===== config.mk =====
export PLATFORM = sky130hd
export DESIGN_NAME = acc_sched
export DESIGN_NICKNAME = d
export VERILOG_FILES = /design/src/rtl/acc_sched.sv
export SDC_FILE = /design/constraint.sdc
export NUM_CORES = 1
export LEC_CHECK = 0
export ABC_AREA = 1
export CAP_MARGIN = 20
export CORE_UTILIZATION = 49
export DETAILED_ROUTE_END_ITERATION = 8
export GPL_TIMING_DRIVEN = 0
export MAX_ROUTING_LAYER = met4
export PLACE_DENSITY = 0.82
export SYNTH_ARGS = -nofsm -noshare
export SYNTH_HDL_FRONTEND = slang
export SYNTH_SLANG_ARGS = --single-unit

===== constraint.sdc =====
create_clock -name clk -period 3.5 [get_ports clk]
set_input_delay 0.525 -clock clk [delete_from_list [all_inputs] [get_ports clk]]
set_output_delay 0.525 -clock clk [all_outputs]
set_load 0.02 [all_outputs]

===== src/rtl/acc_sched.sv =====
// rtl/acc_sched.sv - round-robin scheduler sharing one accumulator among N requesters
//
// Ports:
//   clk       rising-edge clock
//   rst       synchronous active-low reset
//   req       per-requester job request (sampled only while idle)
//   len       per-requester job length, requester i in [i*LEN_W +: LEN_W]
//   x         per-requester 32-bit operand, requester i in [i*32 +: 32]
//   x_valid   per-requester operand valid
//   x_ready   per-requester operand accept (only the granted bit, only while accumulating)
//   gnt       one-hot grant, held from grant until the result is taken
//   y         accumulated result, modulo 2^W
//   y_id      index of the requester owning y
//   y_valid   result valid
//   y_ready   result consumer ready
//   busy      high whenever a job is in flight
module acc_sched #(
    parameter int N     = 4,
    parameter int ID_W  = 2,
    parameter int W     = 32,
    parameter int LEN_W = 7
) (
    input  logic                 clk,
    input  logic                 rst,
    input  logic [N-1:0]         req,
    input  logic [N*LEN_W-1:0]   len,
    input  logic [N*32-1:0]      x,
    input  logic [N-1:0]         x_valid,
    output logic [N-1:0]         x_ready,
    output logic [N-1:0]         gnt,
    output logic [W-1:0]         y,
    output logic [ID_W-1:0]      y_id,
    output logic                 y_valid,
    input  logic                 y_ready,
    output logic                 busy
);

    typedef enum logic [1:0] {IDLE, ACC, DONE} state_t;

    state_t           state;
    logic [ID_W-1:0]  g;
    logic [ID_W-1:0]  last;
    logic [LEN_W-1:0] len_l;
    logic [LEN_W-1:0] cnt;
    logic [W-1:0]     acc;

    logic [ID_W-1:0]  sel;
    logic             found;
    logic [LEN_W-1:0] len_sel;
    logic [N-1:0]     sel_oh;
    logic [31:0]      xg;
    logic [W-1:0]     xext;
    logic [W-1:0]     sum;

    // Search upward from last+1 so that the most recently served requester
    // has lowest priority on the next arbitration.
    always_comb begin
        sel   = '0;
        found = 1'b0;
        for (int k = 1; k <= N; k++) begin
            if (!found && req[(int'(last) + k) % N]) begin
                found = 1'b1;
                sel   = ID_W'((int'(last) + k) % N);
            end
        end
    end

    assign len_sel = len[int'(sel)*LEN_W +: LEN_W];
    assign sel_oh  = N'(1) << sel;
    assign xg      = x[int'(g)*32 +: 32];

    generate
        if (W > 32) begin : g_ext
            assign xext = {{(W-32){1'b0}}, xg};
        end else begin : g_trunc
            assign xext = xg[W-1:0];
        end
    endgenerate

    assign sum = acc + xext;

    always_ff @(posedge clk) begin
        if (!rst) begin
            state   <= IDLE;
            g       <= '0;
            last    <= ID_W'(N-1);
            len_l   <= '0;
            cnt     <= '0;
            acc     <= '0;
            x_ready <= '0;
            gnt     <= '0;
            y       <= '0;
            y_id    <= '0;
            y_valid <= 1'b0;
            busy    <= 1'b0;
        end else begin
            case (state)
                IDLE: begin
                    if (found) begin
                        g     <= sel;
                        len_l <= len_sel;
                        acc   <= '0;
                        cnt   <= '0;
                        gnt   <= sel_oh;
                        busy  <= 1'b1;
                        if (len_sel == '0) begin
                            // Empty job: report a zero result straight away.
                            state   <= DONE;
                            y       <= '0;
                            y_id    <= sel;
                            y_valid <= 1'b1;
                        end else begin
                            state   <= ACC;
                            x_ready <= sel_oh;
                        end
                    end
                end
                ACC: begin
                    if (x_valid[g]) begin
                        acc <= sum;
                        cnt <= cnt + LEN_W'(1);
                        if (cnt == len_l - LEN_W'(1)) begin
                            // Present the final sum in the same edge that
                            // absorbs the last sample.
                            state   <= DONE;
                            x_ready <= '0;
                            y       <= sum;
                            y_id    <= g;
                            y_valid <= 1'b1;
                        end
                    end
                end
                DONE: begin
                    if (y_ready) begin
                        last    <= g;
                        state   <= IDLE;
                        gnt     <= '0;
                        busy    <= 1'b0;
                        y_valid <= 1'b0;
                    end
                end
                default: begin
                    state   <= IDLE;
                    x_ready <= '0;
                    gnt     <= '0;
                    y_valid <= 1'b0;
                    busy    <= 1'b0;
                end
            endcase
        end
    end

endmodule


==> results of run 1 <==
stage by stage:
step,utilization [%],total power [mW]
3_3_place_gp,67.3,8.18
2_1_floorplan,-,6.26
6_report,70.1,9.54
4_1_cts,69.7,9.36
3_5_place_dp,67.3,8.28
5_1_grt,70.1,10.3
power by group:
part	switching (mW)	internal (mW)
Clock	0.481	0.534
Sequential	0.224	1.44
Combinational	4.48	2.39
critical path, delay by kind of cell (launching register included):
| kind | cells | cell delay, ns |
|---|---|---|
| AOI/OAI and AO/OA | 2 | 0.36 |
| and+or+nand+nor | 10 | 1.40 |
| adders and majority gates | 1 | 0.40 |
| DFF | 1 | 0.43 |
| buffers and inverters | 2 | 0.60 |
how the worst min path moves through the flow:
stage              to   start
2_1_floorplan  acc[6]  acc[6]
3_3_place_gp   gnt[2]  gnt[2]
3_5_place_dp     busy    busy
4_1_cts          busy    busy
5_1_grt        gnt[2]  gnt[2]
6_report         busy    busy
logic make-up (layout without fill, tap and decap cells):
group | count (synthesis) | in the layout | share of synthesized area, %
and+or+nand+nor | 545 | 545 | 32.5
adders and majority gates | 34 | 34 | 6.04
buffers and inverters | 155 | 380 | 8.73
xor gates and xnor gates | 15 | 15 | 1.83
AOI/OAI and AO/OA | 317 | 317 | 24.1
DFF | 96 | 96 | 26.8
sequential cells by signal, indices dropped and copies added (netlist names):
signal	cells
acc	32
y	32
cnt	7
len_l	7
gnt	4
x_ready	4
g	2
last	2
state	2
y_id	2
busy	1
y_valid	1
placed cells by master, fill, tap and decap left out, drive strengths merged:
cell type / netlist / final
a31oi: 9 / 9
o31ai: 1 / 1
o2111ai: 1 / 1
a221oi: 1 / 1
a211oi: 2 / 2
nand3b: 5 / 5
dfxtp: 96 / 96
or2: 9 / 9
xor2: 11 / 11
nand2: 241 / 241
a32oi: 1 / 1
ha: 33 / 33
o211ai: 9 / 9
nor3: 13 / 13
buf: 18 / 21
clkdlybuf4s50: 0 / 209
clkinvlp: 0 / 1
a21boi: 1 / 1
xnor2: 4 / 4
clkbuf: 40 / 48
nand4: 16 / 16
o211a: 1 / 1
o22ai: 31 / 31
clkinv: 0 / 1
o21ai: 129 / 129
nor4: 3 / 3
o21a: 2 / 2
nand3: 75 / 75
nor3b: 3 / 3
a21oi: 115 / 115
nor2: 180 / 180
fa: 1 / 1
o21bai: 7 / 7
inv: 97 / 100
a21o: 7 / 7
routing by layer:
| metal | vias up | share of wire [%] |
|---|---|---|
| li1 | 4362 | - |
| met1 | 3980 | 41 |
| met2 | 374 | 48 |
| met3 | 59 | 7.9 |
| met4 | 0 | 3.2 |
| met5 | - | 0 |
layout make-up:
class / instances / area [um2] / area share [%]
Timing Repair Buffer: 209 / 2090 / 21.2
Clock inverter: 5 / 43.8 / 0.443
Tap cell: 180 / 225 / 2.28
Clock buffer: 11 / 253 / 2.56
Sequential cell: 96 / 1930 / 19.5
Inverter: 97 / 373 / 3.77
Buffer: 58 / 320 / 3.24
Multi-Input combinational cell: 911 / 4650 / 47.0
==> flow_metrics.env, run 1 <==
export IMPL_critPathLaunch="g[1]"
export IMPL_fp_row_count=43
export IMPL_yosys_area_top_type="dfxtp_1"
export IMPL_final_max_slew_viol_count=0
export IMPL_worst_path_largest_cell_delay_ns=0.43
export IMPL_finalCriticalPeriod_ns=3.33
export IMPL_cpMostUsedCell="nand2_1"
export IMPL_antenna_found_initial=0
export IMPL_ff2ff_path_depth=15
export IMPL_clk_latency_ns=0.36
export IMPL_max_vdd_ir_drop_mv=0.430
export IMPL_synth_area_um2=7160
export IMPL_syn_area_per_cell_um2=6.16
export IMPL_gr_usage_met1_pct=40.2
export IMPL_use_met2_pct=59.9
export IMPL_path_cells="clkinvlp_4 -> clkbuf_2 -> o21ai_0 -> o22ai_1 -> ha_1 -> nand2_1 -> nor3_1 -> nor3b_1 -> nand4_1 -> nand2_1 -> nand2_1 -> nand3_1 -> nand3_1 -> nand2_1 -> nor2_1"
export IMPL_arrival_ns=3.58
export IMPL_syn_num_nets=1363
export IMPL_fin_setup_tns_ns=0
export IMPL_start_util_pct=50.8
export IMPL_status="finished, final reports clean"
export IMPL_seq_area_frac_synth_pct=26.8
export IMPL_cts_setup_buffers=0
export IMPL_ant_nets=0
export IMPL_holdPathStages=2
export IMPL_final_nets=1583
export IMPL_dp_cells=1551
export IMPL_root_buffer="clkbuf_16"
export IMPL_cts_sinks=96
export IMPL_worstPathMaxFanout=10
export IMPL_hold_buffers=0
export IMPL_via_per_inst=5.60
export IMPL_synth_area_leaders="dfxtp_1, nand2_1, nor2_1"
export IMPL_cts_resized=23
export IMPL_yosysUniqueCellTypes=43
export IMPL_leakagePower_nw=4.34
export IMPL_synth_top_area_share_pct=26.8
export IMPL_wl_per_cell_um=16.4
export IMPL_finalWirelength_um=25700
export IMPL_worst_slew_pin_slew_ns=0.703
export IMPL_grt_max_degree=18
export IMPL_crit_end="y[30]"
export IMPL_die_w_um=123
export IMPL_final_setup_viol_count=0
export IMPL_finClkSkew_ns=0.0117
export IMPL_numCtsBuffers=9
export IMPL_maxCapViolCount=0
export IMPL_io_buffers=209
export IMPL_relSlewSlack_pct=53.1
export IMPL_hold_class="flop to flop"
export IMPL_die_area_um2=15100
export IMPL_layout_area_overhead_vs_synth_pct=38.0
export IMPL_ios=211
export IMPL_grt_util_met3_pct=5.86
export IMPL_grt_pass1_wl_um=39400
export IMPL_die_h_um=123
export IMPL_critical_path_class="flop to flop"
export IMPL_drtIter0Drc=591
export IMPL_synthArstFlopShare_pct=0
export IMPL_hold_viol=0
export IMPL_timing_fmax_mhz=300
export IMPL_place_area_um2=9480
export IMPL_top_usage_layer="met2"
export IMPL_routed_via_count=8775
export IMPL_h_tree_depth=3
export IMPL_instances_no_fill=1567
export IMPL_antenna_cells=0
export IMPL_fillCellCount=1293
export IMPL_critPathRequiredTime_ns=3.75
export IMPL_synth_commonest_cells="nand2_1, nor2_1, o21ai_0, a21oi_1, dfxtp_1"
export IMPL_synth_seq_cells=96
export IMPL_startpoint_type="flop"
export IMPL_synth_edf_count=0
export IMPL_holdWs_ns=0.469
export IMPL_grt_pass1_vias=8105
export IMPL_worstSetupEndpointType="flop"
export IMPL_dr_pass1_iters=6
export IMPL_post_place_ws_ns=-0.669
export IMPL_overflow=0
export IMPL_setup_slack_ns=0.172
export IMPL_yosysWarningCount=0
export IMPL_fp_coreArea_um2=14100
export IMPL_place_gp_congestion=0.994
export IMPL_yosysMostFrequentCell="nand2_1"
export IMPL_r2r_slack_ns=0.17
export IMPL_slowest_stage="dfxtp_4"
export IMPL_syn_inst=1162
export IMPL_drive_gt1_share_pct=6.13
export IMPL_ys_flop_type="dfxtp_1"
export IMPL_drc=0
export IMPL_final_cell_area_um2=9880
export IMPL_grt_total_usage_pct=35.0
export IMPL_r2r_end="y[30]"
export IMPL_clockBufferDepth=2
export IMPL_cts_tree="yes"
export IMPL_clk_pin_slew_ns=0.07
export IMPL_r2r_start="g[1]"
export IMPL_hpwl_um=20100
export IMPL_p_per_area_nw_per_um2=966
export IMPL_timing_final_crit_share_pct=95.1
No activity file was read; power rests on OpenSTA's default activity.
==> run 2, diff against run 1 <==
Settings changed: ABC_AREA 1 to default, CORE_UTILIZATION 49 to 48.
==> flow_metrics.env, run 2 <==
export IMPL_status="finished, violations left"
export IMPL_violations="negative setup slack"
export IMPL_p_per_area_nw_per_um2=392
export IMPL_yosysUniqueCellTypes=71
export IMPL_synthSimpleGateAreaFrac_pct=20.0
export IMPL_synth_top_family_by_area="compound AO/OA/AOI/OAI gates"
export IMPL_synth_area_um2=6870
export IMPL_yosysWarningCount=0
export IMPL_final_nets=1212
export IMPL_final_common_cell="clkdlybuf4s50_1"
export IMPL_synthArstFlopShare_pct=0
export IMPL_r2r_slack_ns=-0.07
export IMPL_grt_total_usage_pct=30.6
export IMPL_io_buffers=210
export IMPL_arrival_ns=3.82
export IMPL_cpMostUsedCell="a31o_4"
export IMPL_syn_inst=777
export IMPL_muxShareOfSynthArea_pct=14.8
export IMPL_final_max_slew_viol_count=0
export IMPL_h_tree_depth=3
export IMPL_grt_pass1_vias=6763
export IMPL_startpoint_type="flop"
export IMPL_power_frac_comb_pct=42.7
export IMPL_clk_pin_slew_ns=0.06
export IMPL_cts_sinks=96
export IMPL_post_route_util_pct=71.4
export IMPL_yosys_area_top_type="dfxtp_1"
export IMPL_die_h_um=122
export IMPL_path_cells="buf_12 -> mux4_2 -> ha_4 -> inv_2 -> fa_2 -> and2b_4 -> o211ai_4 -> a31o_4 -> o21ai_4 -> a31o_4 -> o31a_1 -> a21o_1 -> mux2_4 -> a22o_1"
export IMPL_seq_area_frac_synth_pct=28.0
export IMPL_start_util_pct=49.3
export IMPL_cts_tree="yes"
export IMPL_place_gp_congestion=0.947
export IMPL_synth_edf_count=0
export IMPL_ios=211
export IMPL_finalWirelength_um=22600
export IMPL_root_buffer="clkbuf_16"
export IMPL_synthAdderAreaFrac_pct=6.30
export IMPL_final_setup_viol_count=3
export IMPL_clk_latency_ns=0.36
export IMPL_finalCriticalPeriod_ns=3.57
export IMPL_worstPathMaxFanout=7
export IMPL_wl_per_cell_um=18.9
export IMPL_relSlewSlack_pct=36.3
export IMPL_place_area_um2=9200
export IMPL_sequentialPowerShare_pct=31.8
export IMPL_critPathRequiredTime_ns=3.75
export IMPL_power_switching_share_pct=35.0
export IMPL_leakagePower_nw=3.77
export IMPL_yosysMostFrequentCell="dfxtp_1"
export IMPL_power_mw=3.90
export IMPL_numCtsBuffers=9
export IMPL_fillCellCount=1053
export IMPL_syn_area_per_cell_um2=8.84
export IMPL_synth_area_leaders="dfxtp_1, mux4_2, ha_1"
export IMPL_antenna_cells=0
export IMPL_grt_pass1_wl_um=33800
export IMPL_ant_nets=0
export IMPL_antenna_found_initial=0
export IMPL_mostFrequentLayoutCells="clkdlybuf4s50_1, dfxtp_1, nand2_1, nor2b_1, a21oi_1"
export IMPL_crit_family="compound AO/OA/AOI/OAI gates"
export IMPL_rsz0062_at_grt="yes"
export IMPL_overflow=0
export IMPL_slowest_stage="mux4_2"
export IMPL_hold_viol=0
export IMPL_grt_max_degree=16
export IMPL_reg_largest_list="acc x32, y x32"
export IMPL_cp_buffers_inverters=2
export IMPL_hold_class="flop to flop"
export IMPL_synth_commonest_cells="dfxtp_1, nand2_1, a21oi_1, nor2b_1, clkbuf_1"
export IMPL_p_clk_share_pct=25.5
export IMPL_holdPathStages=2
export IMPL_fp_row_count=43
export IMPL_synth_seq_cells=96
export IMPL_syn_num_nets=978
export IMPL_dr_pass1_iters=5
export IMPL_yosys_area_share_xor_xnor_pct=4.97
export IMPL_ys_flop_type="dfxtp_1"
export IMPL_finClkSkew_ns=0.00994
export IMPL_hold_path_end="x_ready[3]"
export IMPL_critical_path_class="flop to flop"
export IMPL_r2r_start="g[0]"
export IMPL_p_int_mw=2.53
export IMPL_setup_slack_ns=-0.0692
export IMPL_fp_coreArea_um2=13900
export IMPL_drive_gt1_share_pct=13.5
export IMPL_die_area_um2=14800
export IMPL_drtIter0Drc=594
export IMPL_timing_final_crit_share_pct=102
export IMPL_hold_path_startpoint="x_ready[3]"
export IMPL_via_per_inst=5.94
export IMPL_final_cell_area_um2=9950
export IMPL_die_w_um=122
export IMPL_hpwl_um=16800
export IMPL_p_switching_mw=1.37
export IMPL_routed_via_count=7108
export IMPL_drc=0
export IMPL_ff2ff_path_depth=14
export IMPL_synth_compound_area_share_pct=21.2
export IMPL_max_vdd_ir_drop_mv=0.328
export IMPL_maxCapViolCount=0
export IMPL_worst_path_largest_cell_delay_ns=0.55
export IMPL_timing_fmax_mhz=280
export IMPL_clockBufferDepth=2
export IMPL_worstSetupEndpointType="flop"
export IMPL_r2r_end="y[28]"
export IMPL_layout_area_overhead_vs_synth_pct=44.9
export IMPL_worst_slew_pin_slew_ns=0.951
export IMPL_synth_top_area_share_pct=28.0
export IMPL_hold_buffers=0
[run 2: changes by cell type after synthesis, sizes merged, moves of 13 or more]
cell    change
a211oi     +13
nand3      -45
nand2     -154
mux2i      +23
inv        -78
o21ai      -95
nor2      -143
a22oi      +16
nor2b      +46
o22ai      -30
a21oi      -65
a21boi     +27
mux4       +33
xnor2      +20
[run 2: power by group through the flow]
stage               logic, mW  clock network [mW]  registers (mW)
finish                   1.66               0.995            1.24
floorplan               0.954                   0            1.27
global placement         1.44                   0            1.25
global route             1.78                1.06            1.25
CTS                      1.56               0.996            1.24
detailed placement       1.46                   0            1.26
[run 2: metal layers]
| metal | wire, um | track usage [%] |
|---|---|---|
| met5 | 0 | - |
| met4 | 631 | 11.9 |
| met2 | 10800 | 48.5 |
| met3 | 1880 | 6.88 |
| met1 | 9330 | 37.8 |
[run 2: how the worst max path moves through the flow]
| stage | startpoint | end | slack [ns] | depth (start not counted) |
|---|---|---|---|---|
| 2_1_floorplan | g[0] | acc[31] | 0.09 | 14 |
| 3_3_place_gp | g[1] | acc[31] | -0.63 | 14 |
| 3_5_place_dp | g[1] | acc[31] | -0.64 | 14 |
| 4_1_cts | g[0] | acc[15] | -0.01 | 14 |
| 5_1_grt | g[0] | y[28] | -0.13 | 14 |
| 6_report | g[0] | y[28] | -0.07 | 14 |
[run 2: timing repair]
item	in CTS	in global routing
pin swaps	8	14
setup endpoints to repair	33	23
resized for setup	49	36
cloned	0	0
setup buffers	6	11
[run 2: kinds of logic (layout without fill, tap and decap cells)]
group,Yosys count,count (layout)
compound gates,209,209
mux,60,60
buf+inv,71,310
xor+xnor,39,39
simple gates,268,268
fa+ha+maj,34,34
flops,96,96
[run 2: per-stage QoR]
step | setup TNS [ns] | worst slack (ns) | instances | hold slack, ns
floorplan | 0 | 0.0886 | 777 | 0.445
global placement | -12.06 | -0.629 | 1167 | 0.446
detailed placement | -12.94 | -0.637 | 1167 | 0.449
CTS | -0.0279 | -0.0141 | 1185 | 0.460
global route | -0.596 | -0.135 | 1196 | 0.477
finish | -0.115 | -0.0692 | 1196 | 0.458
[run 2: cell type report]
| type | instances | area, um2 | share of cell area (%) |
|---|---|---|---|
| Multi-Input combinational cell | 610 | 4910 | 49.3 |
| Timing Repair Buffer | 227 | 2240 | 22.5 |
| Clock buffer | 10 | 229 | 2.30 |
| Inverter | 19 | 71.3 | 0.716 |
| Buffer | 48 | 300 | 3.02 |
| Sequential cell | 96 | 1920 | 19.3 |
| Clock inverter | 6 | 60.1 | 0.603 |
| Tap cell | 180 | 225 | 2.26 |
[run 2: worst register-to-register path, cell delays in order, from the launching register on]
cell and delay [ns]:
dfxtp_2 0.34, buf_12 0.14, mux4_2 0.55, ha_4 0.19, inv_2 0.06, fa_2 0.19, and2b_4 0.20, o211ai_4 0.22
a31o_4 0.21, o21ai_4 0.07, a31o_4 0.26, o31a_1 0.39, a21o_1 0.21, mux2_4 0.26, a22o_1 0.19
==> run 3, diff against run 2 <==
Settings changed: CTS_CLUSTER_SIZE from default to 16, TNS_END_PERCENT from default to 30.
==> flow_metrics.env, run 3 (same netlist as run 2, synthesis figures left out) <==
export IMPL_finClkSkew_ns=0.0124
export IMPL_violations="negative setup slack"
export IMPL_crit_family="compound AO/OA/AOI/OAI gates"
export IMPL_finalWirelength_um=22600
export IMPL_drc=0
export IMPL_final_common_cell="clkdlybuf4s50_1"
export IMPL_hold_buffers=0
export IMPL_clk_latency_ns=0.36
export IMPL_drtIter0Drc=583
export IMPL_post_route_util_pct=71.4
export IMPL_worst_path_largest_cell_delay_ns=0.55
export IMPL_setup_slack_ns=-0.0677
export IMPL_met2_length_um=10800
export IMPL_fp_row_count=43
export IMPL_rsz0062_at_grt="yes"
export IMPL_worstPathMaxFanout=7
export IMPL_final_setup_viol_count=1
export IMPL_wl_per_cell_um=18.9
export IMPL_critPathRequiredTime_ns=3.75
export IMPL_cp_buffers_inverters=2
export IMPL_critical_path_class="flop to flop"
export IMPL_die_area_um2=14800
export IMPL_ant_nets=0
export IMPL_status="finished, violations left"
export IMPL_h_tree_depth=3
export IMPL_critPathLaunch="g[0]"
export IMPL_startpoint_type="flop"
export IMPL_p_per_area_nw_per_um2=392
export IMPL_fillCellCount=1053
export IMPL_cts_sinks=96
export IMPL_timing_fmax_mhz=280
export IMPL_timing_final_crit_share_pct=102
export IMPL_slowest_stage="mux4_2"
export IMPL_ios=211
export IMPL_numCtsBuffers=9
export IMPL_max_vdd_ir_drop_mv=0.329
export IMPL_worstSetupEndpointType="flop"
export IMPL_cts_tree="yes"
export IMPL_r2r_start="g[0]"
export IMPL_reg_largest_list="acc x32, y x32"
export IMPL_post_place_ws_ns=-0.637
export IMPL_mostFrequentLayoutCells="clkdlybuf4s50_1, dfxtp_1, nand2_1, nor2b_1, a21oi_1"
export IMPL_worst_slew_pin_slew_ns=0.918
export IMPL_routed_via_count=7113
export IMPL_highest_layer="met4"
export IMPL_clockBufferDepth=2
export IMPL_layout_area_overhead_vs_synth_pct=44.8
export IMPL_hold_path_startpoint="x_ready[3]"
export IMPL_grt_total_usage_pct=30.6
export IMPL_clk_pin_slew_ns=0.06
export IMPL_grt_pass1_vias=6763
export IMPL_met3WireLength_um=1840
export IMPL_path_cells="buf_12 -> mux4_2 -> ha_4 -> inv_2 -> fa_2 -> and2b_4 -> o211ai_4 -> a31o_4 -> o21ai_4 -> a31o_4 -> o31a_1 -> a21o_1 -> mux2_4 -> a22o_1"
export IMPL_die_h_um=122
export IMPL_final_max_slew_viol_count=0
export IMPL_overflow=0
export IMPL_grt_max_degree=16
export IMPL_antenna_found_initial=0
export IMPL_start_util_pct=49.3
export IMPL_hold_class="flop to flop"
export IMPL_antenna_cells=0
export IMPL_leakagePower_nw=3.76
export IMPL_final_nets=1211
export IMPL_grt_pass1_wl_um=33800
export IMPL_wl_met1_um=9390
export IMPL_fin_setup_tns_ns=-0.0677
export IMPL_finalCriticalPeriod_ns=3.57
export IMPL_hpwl_um=16800
export IMPL_cpMostUsedCell="a31o_4"
export IMPL_io_buffers=210
export IMPL_root_buffer="clkbuf_16"
export IMPL_die_w_um=122
export IMPL_drive_gt1_share_pct=13.4
export IMPL_maxCapViolCount=0
export IMPL_arrival_ns=3.82
export IMPL_dr_pass1_iters=5
export IMPL_via_per_inst=5.95
export IMPL_place_gp_congestion=0.947
export IMPL_power_mw=3.90
export IMPL_relSlewSlack_pct=38.6
export IMPL_hold_viol=0
export IMPL_fp_coreArea_um2=13900
-- run 3: worst paths after layout --
check / to / slack, ns / depth (start not counted)
setup / recovery: y[28] / -0.07 / 14
hold / removal: x_ready[3] / 0.46 / 2
setup reg to reg: y[28] / -0.07 / 14
hold reg to reg: x_ready[3] / 0.46 / 2
-- run 3: worst reg2reg max path: cells and delay by family (launching register included) --
family | cells | cell delay, ns
mux | 2 | 0.81
simple gates | 1 | 0.20
fa+ha+maj | 2 | 0.38
flops | 1 | 0.34
buf+inv | 2 | 0.20
compound gates | 7 | 1.55
-- run 3: layout make-up --
type	instances	area, um2	area share [%]
Tap cell	180	225	2.26
Clock buffer	10	229	2.30
Timing Repair Buffer	226	2230	22.4
Clock inverter	6	60.1	0.604
Buffer	48	300	3.02
Multi-Input combinational cell	610	4910	49.3
Sequential cell	96	1920	19.3
Inverter	19	71.3	0.717
-- run 3: power by group --
part | internal (mW) | switching [mW] | leakage (nW)
combinational | 0.808 | 0.853 | 2.84
sequential | 1.18 | 0.0672 | 0.782
clock | 0.550 | 0.444 | 0.138
total | 2.53 | 1.36 | 3.76
-- run 3: what timing repair did --
action | 4_1_cts | 5_1_grt
setup endpoints to repair | 33 | 23
buffers inserted | 6 | 10
resized for setup | 49 | 33
cloned | 0 | 0
pin swaps | 8 | 12
-- run 3: metrics by stage --
stage               instance area [um2]  hold slack, ns  std cells
floorplan                          6870           0.445        777
global placement                   9200           0.446       1167
detailed placement                 9200           0.449       1167
CTS                                9740           0.460       1185
global route                       9950           0.477       1195
finish                             9950           0.459       1195
-- run 3: metal layers --
| metal | GRT usage, % | up-vias |
|---|---|---|
| met2 | 48.5 | 335 |
| met4 | 11.9 | 0 |
| met3 | 6.88 | 51 |
| li1 | - | 3343 |
| met5 | - | - |
| met1 | 37.8 | 3384 |
